`src/rtl/disp_scan_decoder_pkg.sv`:
```
// rtl/disp_scan_decoder_pkg.sv - shared 7-segment display constants, glyph table and helpers
`timescale 1ns/1ps
package disp_scan_decoder_pkg;

   localparam int DIGITS = 8;

   localparam int SEG_A  = 0;
   localparam int SEG_B  = 1;
   localparam int SEG_C  = 2;
   localparam int SEG_D  = 3;
   localparam int SEG_E  = 4;
   localparam int SEG_F  = 5;
   localparam int SEG_G  = 6;
   localparam int SEG_DP = 7;

   // Active-high gfedcba patterns, index = nibble value; the display driver encodes with these
   localparam logic [6:0] GLYPH [16] = '{
      7'h3F, 7'h06, 7'h5B, 7'h4F, 7'h66, 7'h6D, 7'h7D, 7'h07,
      7'h7F, 7'h6F, 7'h77, 7'h7C, 7'h39, 7'h5E, 7'h79, 7'h71
   };

   typedef enum logic [1:0] {
      ST_WAIT = 2'd0,
      ST_CAPT = 2'd1,
      ST_HOLD = 2'd2
   } scan_state_t;

   function automatic logic an_sel_ok(input logic [DIGITS-1:0] an_n);
      return $onehot(~an_n);
   endfunction

   function automatic logic [2:0] an_index(input logic [DIGITS-1:0] an_n);
      logic [2:0] idx;
      idx = '0;
      for (int i = 0; i < DIGITS; i++) begin
         if (!an_n[i]) idx = 3'(i);
      end
      return idx;
   endfunction

endpackage

```
`src/rtl/disp_glyph_decode.sv`:
```
// rtl/disp_glyph_decode.sv - combinational active-low 7-segment glyph to hex nibble decoder
`timescale 1ns/1ps
module disp_glyph_decode
   import disp_scan_decoder_pkg::*;
(
   input  logic [6:0] i_seg_n,
   output logic       o_valid,
   output logic [3:0] o_nibble
);

   logic [6:0] w_seg;

   assign w_seg = ~i_seg_n;

   always_comb begin
      o_valid  = 1'b0;
      o_nibble = 4'h0;
      for (int k = 0; k < 16; k++) begin
         if (w_seg == GLYPH[k]) begin
            o_valid  = 1'b1;
            o_nibble = 4'(k);
         end
      end
   end

endmodule

```
`src/rtl/disp_scan_decoder.sv`:
```
// rtl/disp_scan_decoder.sv - samples a multiplexed 8-digit display scan and rebuilds the 32-bit word
`timescale 1ns/1ps
module disp_scan_decoder
   import disp_scan_decoder_pkg::*;
#(
   parameter int SettleCnt  = 4,
   parameter int TimeoutCnt = 65536
)
(
   input  logic        clk,
   input  logic        rst,
   input  logic [7:0]  seg_n,
   input  logic [7:0]  an_n,
   output logic [31:0] data,
   output logic        data_valid,
   output logic        glyph_err,
   output logic        stale,
   output logic [15:0] frame_cnt
);

   localparam int StabW = $clog2(SettleCnt + 1);
   localparam int TmoW  = $clog2(TimeoutCnt);
   localparam logic [StabW-1:0] STAB_MAX = StabW'(SettleCnt);
   localparam logic [StabW-1:0] STAB_ARM = StabW'(SettleCnt - 1);
   localparam logic [TmoW-1:0]  TMO_MAX  = TmoW'(TimeoutCnt - 1);
   localparam logic [TmoW-1:0]  TMO_ARM  = TmoW'(TimeoutCnt - 2);

   logic [6:0]        r_seg_m, r_seg_s;
   logic [7:0]        r_an_m, r_an_s;
   logic [14:0]       r_prev;
   logic [StabW-1:0]  r_stab;
   scan_state_t       r_state;
   logic [31:0]       r_shadow;
   logic [7:0]        r_seen;
   logic              r_bad;
   logic              r_done;
   logic [TmoW-1:0]   r_tmo;

   logic [14:0]       w_cur;
   logic              w_chg;
   logic              w_sel_ok;
   logic [2:0]        w_idx;
   logic              w_dec_valid;
   logic [3:0]        w_dec_nib;
   logic [7:0]        w_seen_next;
   logic              w_unused_dp;

   // The decimal point never reaches the synchronizer, so it cannot disturb settling
   assign w_unused_dp = seg_n[SEG_DP];

   assign w_cur       = {r_an_s, r_seg_s};
   assign w_chg       = (w_cur != r_prev);
   assign w_sel_ok    = an_sel_ok(r_an_s);
   assign w_idx       = an_index(r_prev[14:7]);
   assign w_seen_next = r_seen | (8'(1) << w_idx);

   // In CAPT, r_prev holds the glyph that was verified stable on the WAIT->CAPT edge
   disp_glyph_decode u_decode (
      .i_seg_n  (r_prev[6:0]),
      .o_valid  (w_dec_valid),
      .o_nibble (w_dec_nib)
   );

   always_ff @(posedge clk) begin
      if (rst) begin
         r_seg_m    <= '0;
         r_seg_s    <= '0;
         r_an_m     <= '0;
         r_an_s     <= '0;
         r_prev     <= '0;
         r_stab     <= '0;
         r_state    <= ST_WAIT;
         r_shadow   <= '0;
         r_seen     <= '0;
         r_bad      <= 1'b0;
         r_done     <= 1'b0;
         r_tmo      <= '0;
         data       <= '0;
         data_valid <= 1'b0;
         glyph_err  <= 1'b0;
         stale      <= 1'b1;
         frame_cnt  <= '0;
      end else begin
         r_seg_m    <= seg_n[6:0];
         r_seg_s    <= r_seg_m;
         r_an_m     <= an_n;
         r_an_s     <= r_an_m;
         r_prev     <= w_cur;
         data_valid <= 1'b0;
         glyph_err  <= 1'b0;
         r_done     <= 1'b0;

         if (w_chg)
            r_stab <= '0;
         else if (r_stab != STAB_MAX)
            r_stab <= r_stab + 1'b1;

         case (r_state)
            ST_WAIT: begin
               if (!w_chg && w_sel_ok && r_stab == STAB_ARM)
                  r_state <= ST_CAPT;
            end
            ST_CAPT: begin
               r_state <= (w_chg || !w_sel_ok) ? ST_WAIT : ST_HOLD;
            end
            ST_HOLD: begin
               if (w_chg || !w_sel_ok)
                  r_state <= ST_WAIT;
            end
            default: r_state <= ST_WAIT;
         endcase

         if (r_state == ST_CAPT) begin
            if (w_dec_valid) begin
               r_shadow[{w_idx, 2'b00} +: 4] <= w_dec_nib;
            end else begin
               glyph_err <= 1'b1;
               r_bad     <= 1'b1;
            end
            r_seen <= w_seen_next;
            r_done <= (w_seen_next == 8'hFF);
            r_tmo  <= '0;
         end else begin
            if (r_tmo != TMO_MAX)
               r_tmo <= r_tmo + 1'b1;
            if (r_tmo == TMO_ARM) begin
               r_seen <= '0;
               r_bad  <= 1'b0;
               stale  <= 1'b1;
            end
            if (r_done) begin
               if (!r_bad) begin
                  data       <= r_shadow;
                  data_valid <= 1'b1;
                  frame_cnt  <= frame_cnt + 16'd1;
                  stale      <= 1'b0;
               end
               r_seen <= '0;
               r_bad  <= 1'b0;
            end
         end
      end
   end

endmodule

```
`config.mk`:
```
export PLATFORM = sky130hd
export DESIGN_NAME = disp_scan_decoder
export DESIGN_NICKNAME = d
export VERILOG_FILES = /design/src/rtl/disp_scan_decoder_pkg.sv /design/src/rtl/disp_glyph_decode.sv /design/src/rtl/disp_scan_decoder.sv
export SDC_FILE = /design/constraint.sdc
export NUM_CORES = 1
export LEC_CHECK = 0
export CAP_MARGIN = 20
export CORE_ASPECT_RATIO = 0.75
export CORE_MARGIN = 3
export CORE_UTILIZATION = 45
export CTS_BUF_LIST = sky130_fd_sc_hd__clkbuf_4 sky130_fd_sc_hd__clkbuf_8
export DETAILED_ROUTE_END_ITERATION = 8
export PLACE_DENSITY = 0.63
export SYNTH_ARGS = -nofsm -noshare
export SYNTH_HDL_FRONTEND = slang
export SYNTH_HIERARCHICAL = 1
export SYNTH_SLANG_ARGS = --single-unit
```
`constraint.sdc`:
```
create_clock -name clk -period 3.6 [get_ports clk]
set_input_delay 0.72 -clock clk [delete_from_list [all_inputs] [get_ports clk]]
set_output_delay 0.72 -clock clk [all_outputs]
set_load 0.02 [all_outputs]
```
# Word level (Yosys, flattened, before mapping)
# Index checks and enable logic that the tools add are counted.
[word_totals] reg_bits=159 latchBits=0 ram_bits=0 mem_bits_ro=0 input_bits=18 output_inout_bits=51 n_memories=0
[classes] add_sub_neg=11 n_mul=0 div_mod_pow=0 order_cmp=0 n_eq_ne=28 shifts=3 muxes=55 bitwise_logic=6 n_reduce_logical=15
[op_table] cell="== test 7 bit (second input constant)" n=12
[op_table] cell="adder 16 x 1 -> 16 bit (second input constant)" n=2
[op_table] cell="bitwise mux 32 bit" n=1
[op_table] cell="2-to-1 mux 4 bit" n=8
[op_table] cell="variable shift 4 x 7 -> 32 bit (first input constant)" n=1
[op_table] cell="variable part select 4 x 7 -> 32 bit" n=1
[op_table] cell="2-to-1 mux 3 bit" n=10
[op_table] cell="2-to-1 mux 1 bit" n=27
[op_table] cell="2-to-1 mux 8 bit" n=3
[op_table] cell="== test 16 bit (second input constant)" n=1
[op_table] cell="!= test 16 bit (second input constant)" n=1
[op_table] cell="!= test 15 bit" n=1
[op_table] cell="== test 7 x 3 -> 1 bit (second input constant)" n=2
[op_table] cell="== test 7 x 6 -> 1 bit (second input constant)" n=2
[op_table] cell="2-to-1 mux 2 bit" n=5
[op_table] cell="adder 1 x 1 -> 2 bit" n=4
[op_table] cell="== test 8 bit (second input constant)" n=1
[op_table] cell="inverter 8 bit" n=1
[op_table] cell="OR 8 bit" n=1
[op_table] cell="<< shifter 1 x 3 -> 8 bit (first input constant)" n=1
[op_table] cell="negator 5 -> 7 bit" n=1
[op_table] cell="inverter 7 bit" n=1
[op_table] cell="adder 2 x 2 -> 3 bit" n=2
[op_table] cell="!= test 2 bit (second input constant)" n=3
[op_table] cell="other kinds (18)" n=26

# Depth between registers and ports, before layout
# Gate-level depths: netlist of run 1.
[logic_depth] depth_word=20 depth_mapped=11 ltp_nobuf=10

# Cells and area by module
# Netlist of run 1, hierarchy kept.
[modules_own_cells] mod="disp_scan_decoder" instances=1 cells_per_inst=728 area_each_um2=6497.5 seq_area_each_um2=3183.1
[modules_own_cells] mod="disp_glyph_decode" instances=1 cells_per_inst=46 area_each_um2=300.3 seq_area_each_um2=0.0

# Worst setup path before layout of run 1
# No wires, ideal clock.
[synth_path] kind="register to register" from="register r_an_s[0]" to="register r_state[0]" setup_ns=0.078 arrival_ns=3.048 path_slack_ns=0.475 stages_incl_launch_ff=11 n_path_buf=0 period_less_slack_ns=3.125 path_cell_list="dfxtp_1 > fa_1 > inv_1 > fa_1 > fa_1 > ha_1 > inv_1 > fa_1 > a2111oi_0 > o211ai_1 > nor3_1"
[synth_via] elab_chain_len=9 elab_cells_between_ends=14
[synth_lines] item="start: declaration" line="disp_scan_decoder.sv:29" text="logic [7:0] r_an_m, r_an_s;"
[synth_lines] item="start signal: assignment" line="disp_scan_decoder.sv:87" text="r_an_s <= r_an_m;"
[synth_lines] item="inverter 8 bit" line="disp_scan_decoder_pkg.sv:29" text="return $onehot(~an_n);"
[synth_lines] item="adder 1 x 1 -> 2 bit (implied by the code)" line="disp_scan_decoder_pkg.sv:29"
[synth_lines] item="adder 2 x 2 -> 3 bit (implied by the code)" line="disp_scan_decoder_pkg.sv:29"
[synth_lines] item="adder 3 x 3 -> 4 bit (implied by the code)" line="disp_scan_decoder_pkg.sv:29"
[synth_lines] item="== test 4 x 1 -> 1 bit" line="disp_scan_decoder_pkg.sv:29"
[synth_lines] item="logical NOT 1 bit or logical AND 1 bit (tied branches)" line="disp_scan_decoder.sv:107, disp_scan_decoder.sv:100"
[synth_lines] item="logical OR 1 bit or logical AND 1 bit (tied branches)" line="disp_scan_decoder.sv:107, disp_scan_decoder.sv:100"
[synth_lines] item="!= test 2 bit (no source line)"
[synth_lines] item="AND reduction 2 bit (no source line) (*)"
[synth_lines] item="end signal: assignment" line="disp_scan_decoder.sv:104" text="r_state <= (w_chg || !w_sel_ok) ? ST_WAIT : ST_HOLD;"
[synth_lines] item="end: declaration" line="disp_scan_decoder.sv:32" text="scan_state_t r_state;"
# Mark *: on every way between the ends. The rest lies on a longest branch, timed or not.
# A chain may end at the register's enable or synchronous reset.

# Final worst setup path of run 1
[layout_path] from="register r_an_s[0]" to="register r_state[1]"
[layout_via] elab_chain_len=9 elab_cells_between_ends=16
[layout_lines] item="inverter 8 bit" line="disp_scan_decoder_pkg.sv:29"
[layout_lines] item="adder 1 x 1 -> 2 bit (implied by the code)" line="disp_scan_decoder_pkg.sv:29"
[layout_lines] item="adder 2 x 2 -> 3 bit (implied by the code)" line="disp_scan_decoder_pkg.sv:29"
[layout_lines] item="adder 3 x 3 -> 4 bit (implied by the code)" line="disp_scan_decoder_pkg.sv:29"
[layout_lines] item="== test 4 x 1 -> 1 bit" line="disp_scan_decoder_pkg.sv:29"
[layout_lines] item="logical NOT 1 bit or logical AND 1 bit (tied branches)" line="disp_scan_decoder.sv:104, disp_scan_decoder.sv:107, disp_scan_decoder.sv:100"
[layout_lines] item="logical OR 1 bit or logical AND 1 bit (tied branches)" line="disp_scan_decoder.sv:104, disp_scan_decoder.sv:107, disp_scan_decoder.sv:100"
[layout_lines] item="2-to-1 mux 2 bit or != test 2 bit (tied branches)"
[layout_lines] item="case mux 2 bit (3 select lines) or AND reduction 2 bit (tied branches)"
# Parallel ways exist; a longest one is shown, timed or not.

==> results of run 1 <==
## cell usage in the layout (no fill, tap or decap), types with 4 or more instances in the layout
cell type	instances
nand2b_1	5
nand4_1	19
ha_1	15
clkdlybuf4s50_1	66
and2_1	5
and3_1	5
mux2i_1	25
clkbuf_8	21
and4_1	6
nand2_1	123
or3_1	15
inv_1	23
a21oi_1	62
buf_4	10
nor2b_1	47
xor2_1	19
nor3_1	11
o21ai_0	24
o41ai_1	4
fa_1	4
a31oi_1	11
nand3_1	32
nor2_1	32
nand3b_1	4
a211o_1	8
o31ai_1	4
nor4_1	17
or4_1	7
xnor2_1	7
dfxtp_1	159
## worst reg2reg max path: cells and delay by family, from the launching register on
family | cells | cell delay (ns)
flops | 1 | 0.34
simple gates | 1 | 0.20
buf+inv | 2 | 0.11
fa+ha+maj | 5 | 2.02
compound gates | 2 | 0.58
## through the flow
step	total power, mW	setup slack (ns)
finish	3.39	0.278
CTS	3.43	0.240
detailed placement	2.00	0.260
global placement	1.99	0.373
floorplan	1.95	0.475
global route	3.53	0.00636
## layer usage
| metal | share of wire (%) | GRT usage [%] | wire length (µm) |
|---|---|---|---|
| met3 | 4.6 | 4.96 | 681 |
| met2 | 43 | 27.3 | 6490 |
| met4 | 1.7 | 6.65 | 259 |
| met1 | 50 | 24.3 | 7500 |
| met5 | 0 | 0 | 0 |
## how the worst max path moves through the flow
stage | start | end | slack, ns | cells past startpoint
floorplan | r_an_s[0] | r_state[0] | 0.47 | 10
CTS | r_an_s[0] | r_state[1] | 0.24 | 10
detailed placement | r_an_s[0] | r_state[1] | 0.26 | 10
global route | r_an_s[0] | r_state[1] | 0.006 | 10
global placement | r_an_s[0] | r_state[0] | 0.37 | 10
finish | r_an_s[0] | r_state[1] | 0.28 | 10
## kinds of logic after synthesis
logic type / count (synthesis)
xor gates and xnor gates: 26
buffers and inverters: 66
adders and majority gates: 19
AOI/OAI and AO/OA: 134
muxes: 25
DFF: 159
and+or+nand+nor: 345
## state kept, by name (all words and copies together) (netlist names), 8 cells and up
register	count
data	32
frame_cnt	16
r_an_m	8
r_an_s	8
r_prev	15
r_seen	8
r_shadow	32
r_tmo	16
## power groups by stage
stage / clock (mW) / combinational, mW / sequential (mW)
floorplan: 0 / 0.113 / 1.83
global placement: 0 / 0.151 / 1.84
detailed placement: 0 / 0.156 / 1.84
CTS: 1.47 / 0.157 / 1.80
global route: 1.55 / 0.178 / 1.80
finish: 1.43 / 0.158 / 1.80
## final cells by class
class	count	area, µm²	share of cell area, %
clock buffer	21	289	3.59
sequential	159	3180	39.5
multi-input combinational	549	3350	41.6
tap	200	250	3.11
timing repair buffer	76	736	9.14
inverter	23	86.3	1.07
clock inverter	11	154	1.91
==> out/metrics.csv, run 1 <==
stage,metric,value,unit
cts,Clock Latency Late Sink,0.45,ns
layout,Layout Nets,863,
yosys,Synth Warn #,6,
global_routing,vias in the first global route,5306,
setup_path,CP Class,reg -> reg,
route,1st-iter DRT viols,343,
setup_path,worst r2r dst,r_state[1],
worst_hold_path,Worst Min Path Start,r_an_m[5],
floorplan,Std-Cell Rows,38,
yosys,Synth area leader,dfxtp_1,
setup_path,crit-path max FO,3,
setup_path,critical path launch point type,register,
sta,count of final hold-check violations,0,
setup_path,Crit path largest cell delay,0.54,ns
cts,PostCTS Resize Cnt,0,
worst_hold_path,hold depth,1,
power_and_ir_drop,Internal Power,2.61,mW
run_status,status,completed,
setup_path,r2r worst-path depth,10,
cts,CTS tree,done,
cts,H-tree levels,4,
yosys,Yosys reg bits,159,
global_routing,grt total ovfl,0,
yosys,area of the mapped netlist,6800,µm²
power_and_ir_drop,maximum vdd drop,0.000263,V
yosys,number of flops mapped to enable cells by yosys,0,
layout,final design utilization,55.0,%
global_routing,initial antenna violation count,0,
sta,setup TNS,0,ns
setup_path,cells along the critical path,fa_1 -> inv_1 -> fa_1 -> fa_1 -> ha_1 -> inv_1 -> fa_1 -> a2111oi_1 -> o211ai_1 -> nor3_1,
cts,CTS max path bufs,2,
power_and_ir_drop,P per Cell Area,420,nW/µm²
route,Vias/cell,5.34,
yosys,xor and xnor area share after synthesis,3.35,%
yosys,ys flop type,dfxtp_1,
setup_path,"Slowest-stage cell, CP",fa_1,
worst_hold_path,HP Class,reg -> reg,
setup_path,Crit path required time,3.97,ns
yosys,Adder-Cell Fraction of Synth Area,3.94,%
floorplan,DIE AREA,16600,µm²
layout,Post-Layout Inst Area,8050,µm²
setup_path,Crit path arrival time,3.70,ns
sta,RSZ-0062 raised after global routing,no,
sta,Slew Limit Fails,0,
route,drt drc,0,
sta,final setup fails,0,
run,maxcap violations,0,
placement,dpl cells,1007,
cts,total CTS buffers,17,
yosys,share of the synthesized area in the top cell type,46.8,%
yosys,Synth top cells by count,"dfxtp_1 (159), nand2_1 (123), a21oi_1 (62)",
yosys,most instantiated library cell after synthesis,dfxtp_1,
sta,slew margin rel.,35.8,%
global_routing,GR Util All Layers,17.9,%
cts,Post-CTS Setup Bufs,0,
placement,number of port buffers,67,
sta,slew of the pin with the lowest slew margin,0.955,ns
power_and_ir_drop,Reg power frac,53.2,%
cts,CTS Hold Bufs,0,
yosys,gate count after technology mapping,774,
route,final WL,14900,µm
power_and_ir_drop,clock power share,42.2,%
layout,area grow syn2layout,18.4,%
layout,layout cells sized above 1,6.20,%
global_routing,largest net degree at the start of global routing,46,
yosys,register area share after synthesis,46.8,%
route,vias,5553,
floorplan,Die W,148,µm
layout,# diodes,0,
sta,fin crit period,3.32,ns
floorplan,IO Pins,69,
cts,Clock Sink Count,159,
sta,Tcrit/Tclk final,92.3,%
yosys,ys async rst share,0,%
yosys,largest family of logic cells by synthesized area,simple AND/OR/NAND/NOR gates,
setup_path,Buf/Inv on CP,2,
route,Routed Antenna Nets,0,
yosys,post-synthesis compound-gate area fraction,12.0,%
power_and_ir_drop,combinational power share,4.7,%
yosys,Syn Area/Cell,8.78,µm²
cts,root buf cell,clkbuf_8,
worst_hold_path,Hold EP,r_an_s[5],
setup_path,CP most frequent cell,fa_1,
yosys,"Distinct cells, synth",59,
floorplan,die span in y,112,µm
floorplan,Core Region,14600,µm²
setup_path,Crit Reg-Reg Startpoint,r_an_s[0],
global_routing,first-pass GRT wire length,24600,µm
setup_path,Worst R2R Setup Slack,0.28,ns
floorplan,effective utilization at floorplan,46.4,%
sta,Worst Clk Skew,0.0111,ns
route,Initial DRT Pass Iterations,5,
layout,final std cells w/o fill,1039,
setup_path,CP top delay family,adder cells,
sta,Hold Slack,0.438,ns
power_and_ir_drop,switching fraction of total power,22.8,%
layout,Fillers,1390,
power_and_ir_drop,P_sw,771,µW
placement,post-DP HPWL,10500,µm
placement,Placer Congestion,0.822,
yosys,syn_nets,811,
power_and_ir_drop,leak pwr,2.91,nW
yosys,post-synthesis simple-gate area fraction,26.3,%
placement,Placement Cell Area,7610,µm²
sta,FMAX,301,MHz
cts,Worst-path clk slew,0.08,ns
yosys,"top cells by area, synth","dfxtp_1 (47%), nand2_1 (6.8%), a21oi_1 (4.6%)",
setup_path,CP endpoint kind,register,
route,Routed WL per cell,14.4,µm
yosys,proportion of synthesized area in mux cells,3.68,%
(Power assumes the default switching activity.)
==> run 2, diff against run 1 <==
--- a/config.mk
+++ b/config.mk
@@ -6,12 +6,11 @@
 export NUM_CORES = 1
 export LEC_CHECK = 0
 export CAP_MARGIN = 20
-export CORE_ASPECT_RATIO = 0.75
 export CORE_MARGIN = 3
 export CORE_UTILIZATION = 45
 export CTS_BUF_LIST = sky130_fd_sc_hd__clkbuf_4 sky130_fd_sc_hd__clkbuf_8
 export DETAILED_ROUTE_END_ITERATION = 8
-export PLACE_DENSITY = 0.63
+export PLACE_DENSITY = 0.69
 export SYNTH_ARGS = -nofsm -noshare
 export SYNTH_HDL_FRONTEND = slang
 export SYNTH_HIERARCHICAL = 1
==> run 2 against run 1 <==
Compared with the run above:
- die area about the same
- sequential share of layout area grew 0.35 points
- final cell count shrank 1.5%
- via count up 0.13%
- fmax rose by 0.30%
- combinational power fell by 3%
- first-iteration DRC count rose by 21%
- sequential power barely moved
- worst setup slack improved by 0.010 ns
==> out/metrics.csv, run 2 (synthesized netlist as in run 1, its figures left out) <==
stage,metric,value,unit
setup_path,Crit path arrival time,3.69,ns
cts,CTS Hold Bufs,0,
layout,area grow syn2layout,17.4,%
floorplan,Core Region,14600,µm²
sta,setup TNS,0,ns
floorplan,die span in y,129,µm
route,Routed WL per cell,13.9,µm
layout,layout cells sized above 1,6.20,%
cts,total CTS buffers,17,
layout,Layout Nets,864,
floorplan,Std-Cell Rows,44,
global_routing,largest net degree at the start of global routing,50,
cts,Post-CTS Setup Bufs,0,
setup_path,crit-path max FO,3,
placement,Placer Congestion,0.842,
sta,final setup fails,0,
sta,fin crit period,3.31,ns
power_and_ir_drop,maximum vdd drop,0.000236,V
layout,final design utilization,54.5,%
sta,Worst Clk Skew,0.0103,ns
global_routing,grt total ovfl,0,
route,Vias/cell,5.43,
cts,root buf cell,clkbuf_8,
sta,RSZ-0062 raised after global routing,no,
power_and_ir_drop,leak pwr,2.88,nW
sta,Tcrit/Tclk final,92.0,%
layout,# diodes,0,
setup_path,Crit path required time,3.98,ns
cts,Clock Latency Late Sink,0.46,ns
route,1st-iter DRT viols,415,
floorplan,DIE AREA,16600,µm²
floorplan,IO Pins,69,
cts,Worst-path clk slew,0.08,ns
placement,number of port buffers,67,
power_and_ir_drop,P per Cell Area,405,nW/µm²
layout,most frequent cells in the layout,"dfxtp_1 (159), nand2_1 (123), clkdlybuf4s50_1 (66), a21oi_1 (62), nor2b_1 (47)",
setup_path,critical path launch point type,register,
layout,largest registers,"data x32, r_shadow x32",
route,Routed Antenna Nets,0,
setup_path,CP endpoint kind,register,
layout,Fillers,1301,
setup_path,CP Class,reg -> reg,
sta,FMAX,302,MHz
sta,Slew Limit Fails,0,
floorplan,effective utilization at floorplan,46.4,%
sta,count of final hold-check violations,0,
sta,slew of the pin with the lowest slew margin,1.07,ns
global_routing,GR Util All Layers,17.6,%
floorplan,Die W,129,µm
setup_path,r2r worst-path depth,10,
sta,slew margin rel.,28.8,%
worst_hold_path,HP Class,reg -> reg,
run,maxcap violations,0,
setup_path,Worst R2R Setup Slack,0.29,ns
cts,CTS tree,done,
layout,"commonest non-fill, non-tap cell in the layout",dfxtp_1,
route,vias,5560,
global_routing,vias in the first global route,5251,
cts,H-tree levels,4,
setup_path,crit path to,r_state[0],
cts,CTS max path bufs,2,
global_routing,initial antenna violation count,0,
setup_path,Crit Reg-Reg Startpoint,r_an_s[0],
global_routing,first-pass GRT wire length,24000,µm
route,final WL,14200,µm
route,drt drc,0,
route,Initial DRT Pass Iterations,5,
setup_path,crit path from,r_an_s[0],
cts,PostCTS Resize Cnt,0,
setup_path,worst r2r dst,r_state[0],
run_status,status,completed,
cts,Clock Sink Count,159,
placement,post-DP HPWL,10000,µm
[run 2: changes by cell type in the layout (fill, tap and decap cells not counted)]
cell        before  now
bufinv_16        3    2
clkinv_2         1    3
inv_6            2    0
clkinvlp_4       2    3
clkinv_4         3    2
clkbuf_4         0    3
a2111oi_0        1    2
clkbuf_8        21   18
a2111oi_1        2    1
buf_4           10   11
[run 2: cell type report]
class	instances	area [µm²]	area share (%)
tap	184	230	2.88
clock inverter	10	115	1.44
timing repair buffer	77	743	9.31
multi-input combinational	549	3350	42.0
inverter	23	86.3	1.08
sequential	159	3180	39.9
clock buffer	21	270	3.39
[run 2: worst min-delay path by stage]
stage	from	to	slack [ns]	cells after the start
finish	r_an_m[2]	r_an_s[2]	0.44	1
global route	r_an_m[2]	r_an_s[2]	0.45	1
CTS	r_an_m[5]	r_an_s[5]	0.45	1
detailed placement	r_an_m[5]	r_an_s[5]	0.43	1
global placement	r_seg_m[3]	r_seg_s[3]	0.42	1
floorplan	r_an_m[0]	r_an_s[0]	0.41	1
[run 2: worst max-delay path: stages (launching register included)]
cell and delay [ns]:
dfxtp_1 0.35, fa_1 0.53, inv_1 0.05, fa_1 0.45
fa_1 0.51, ha_1 0.17, inv_1 0.05, fa_1 0.37
a2111oi_0 0.39, o211ai_1 0.18, nor3_1 0.20
[run 2: metal layers]
| metal | share of wire, % | up-vias | GRT usage, % |
|---|---|---|---|
| li1 | - | 2814 | - |
| met1 | 46 | 2575 | 22.3 |
| met2 | 47 | 149 | 28.6 |
| met3 | 5.3 | 22 | 4.28 |
| met4 | 1.8 | 0 | 7.66 |
| met5 | 0 | - | 0 |
[run 2: metrics by stage]
stage	worst slack (ns)	hold slack, ns	instances	cell area, µm²	total power [mW]
floorplan	0.475	0.414	774	6800	1.95
global placement	0.363	0.424	992	7590	1.99
detailed placement	0.192	0.425	992	7590	2.00
CTS	0.283	0.445	1023	7980	3.27
global route	0.0337	0.453	1023	7980	3.36
finish	0.288	0.437	1023	7980	3.23
[run 2: where the power goes]
group	switching [mW]	internal, mW	total [mW]
logic	0.0879	0.0662	0.154
clock network	0.624	0.650	1.27
registers	0.0194	1.78	1.80
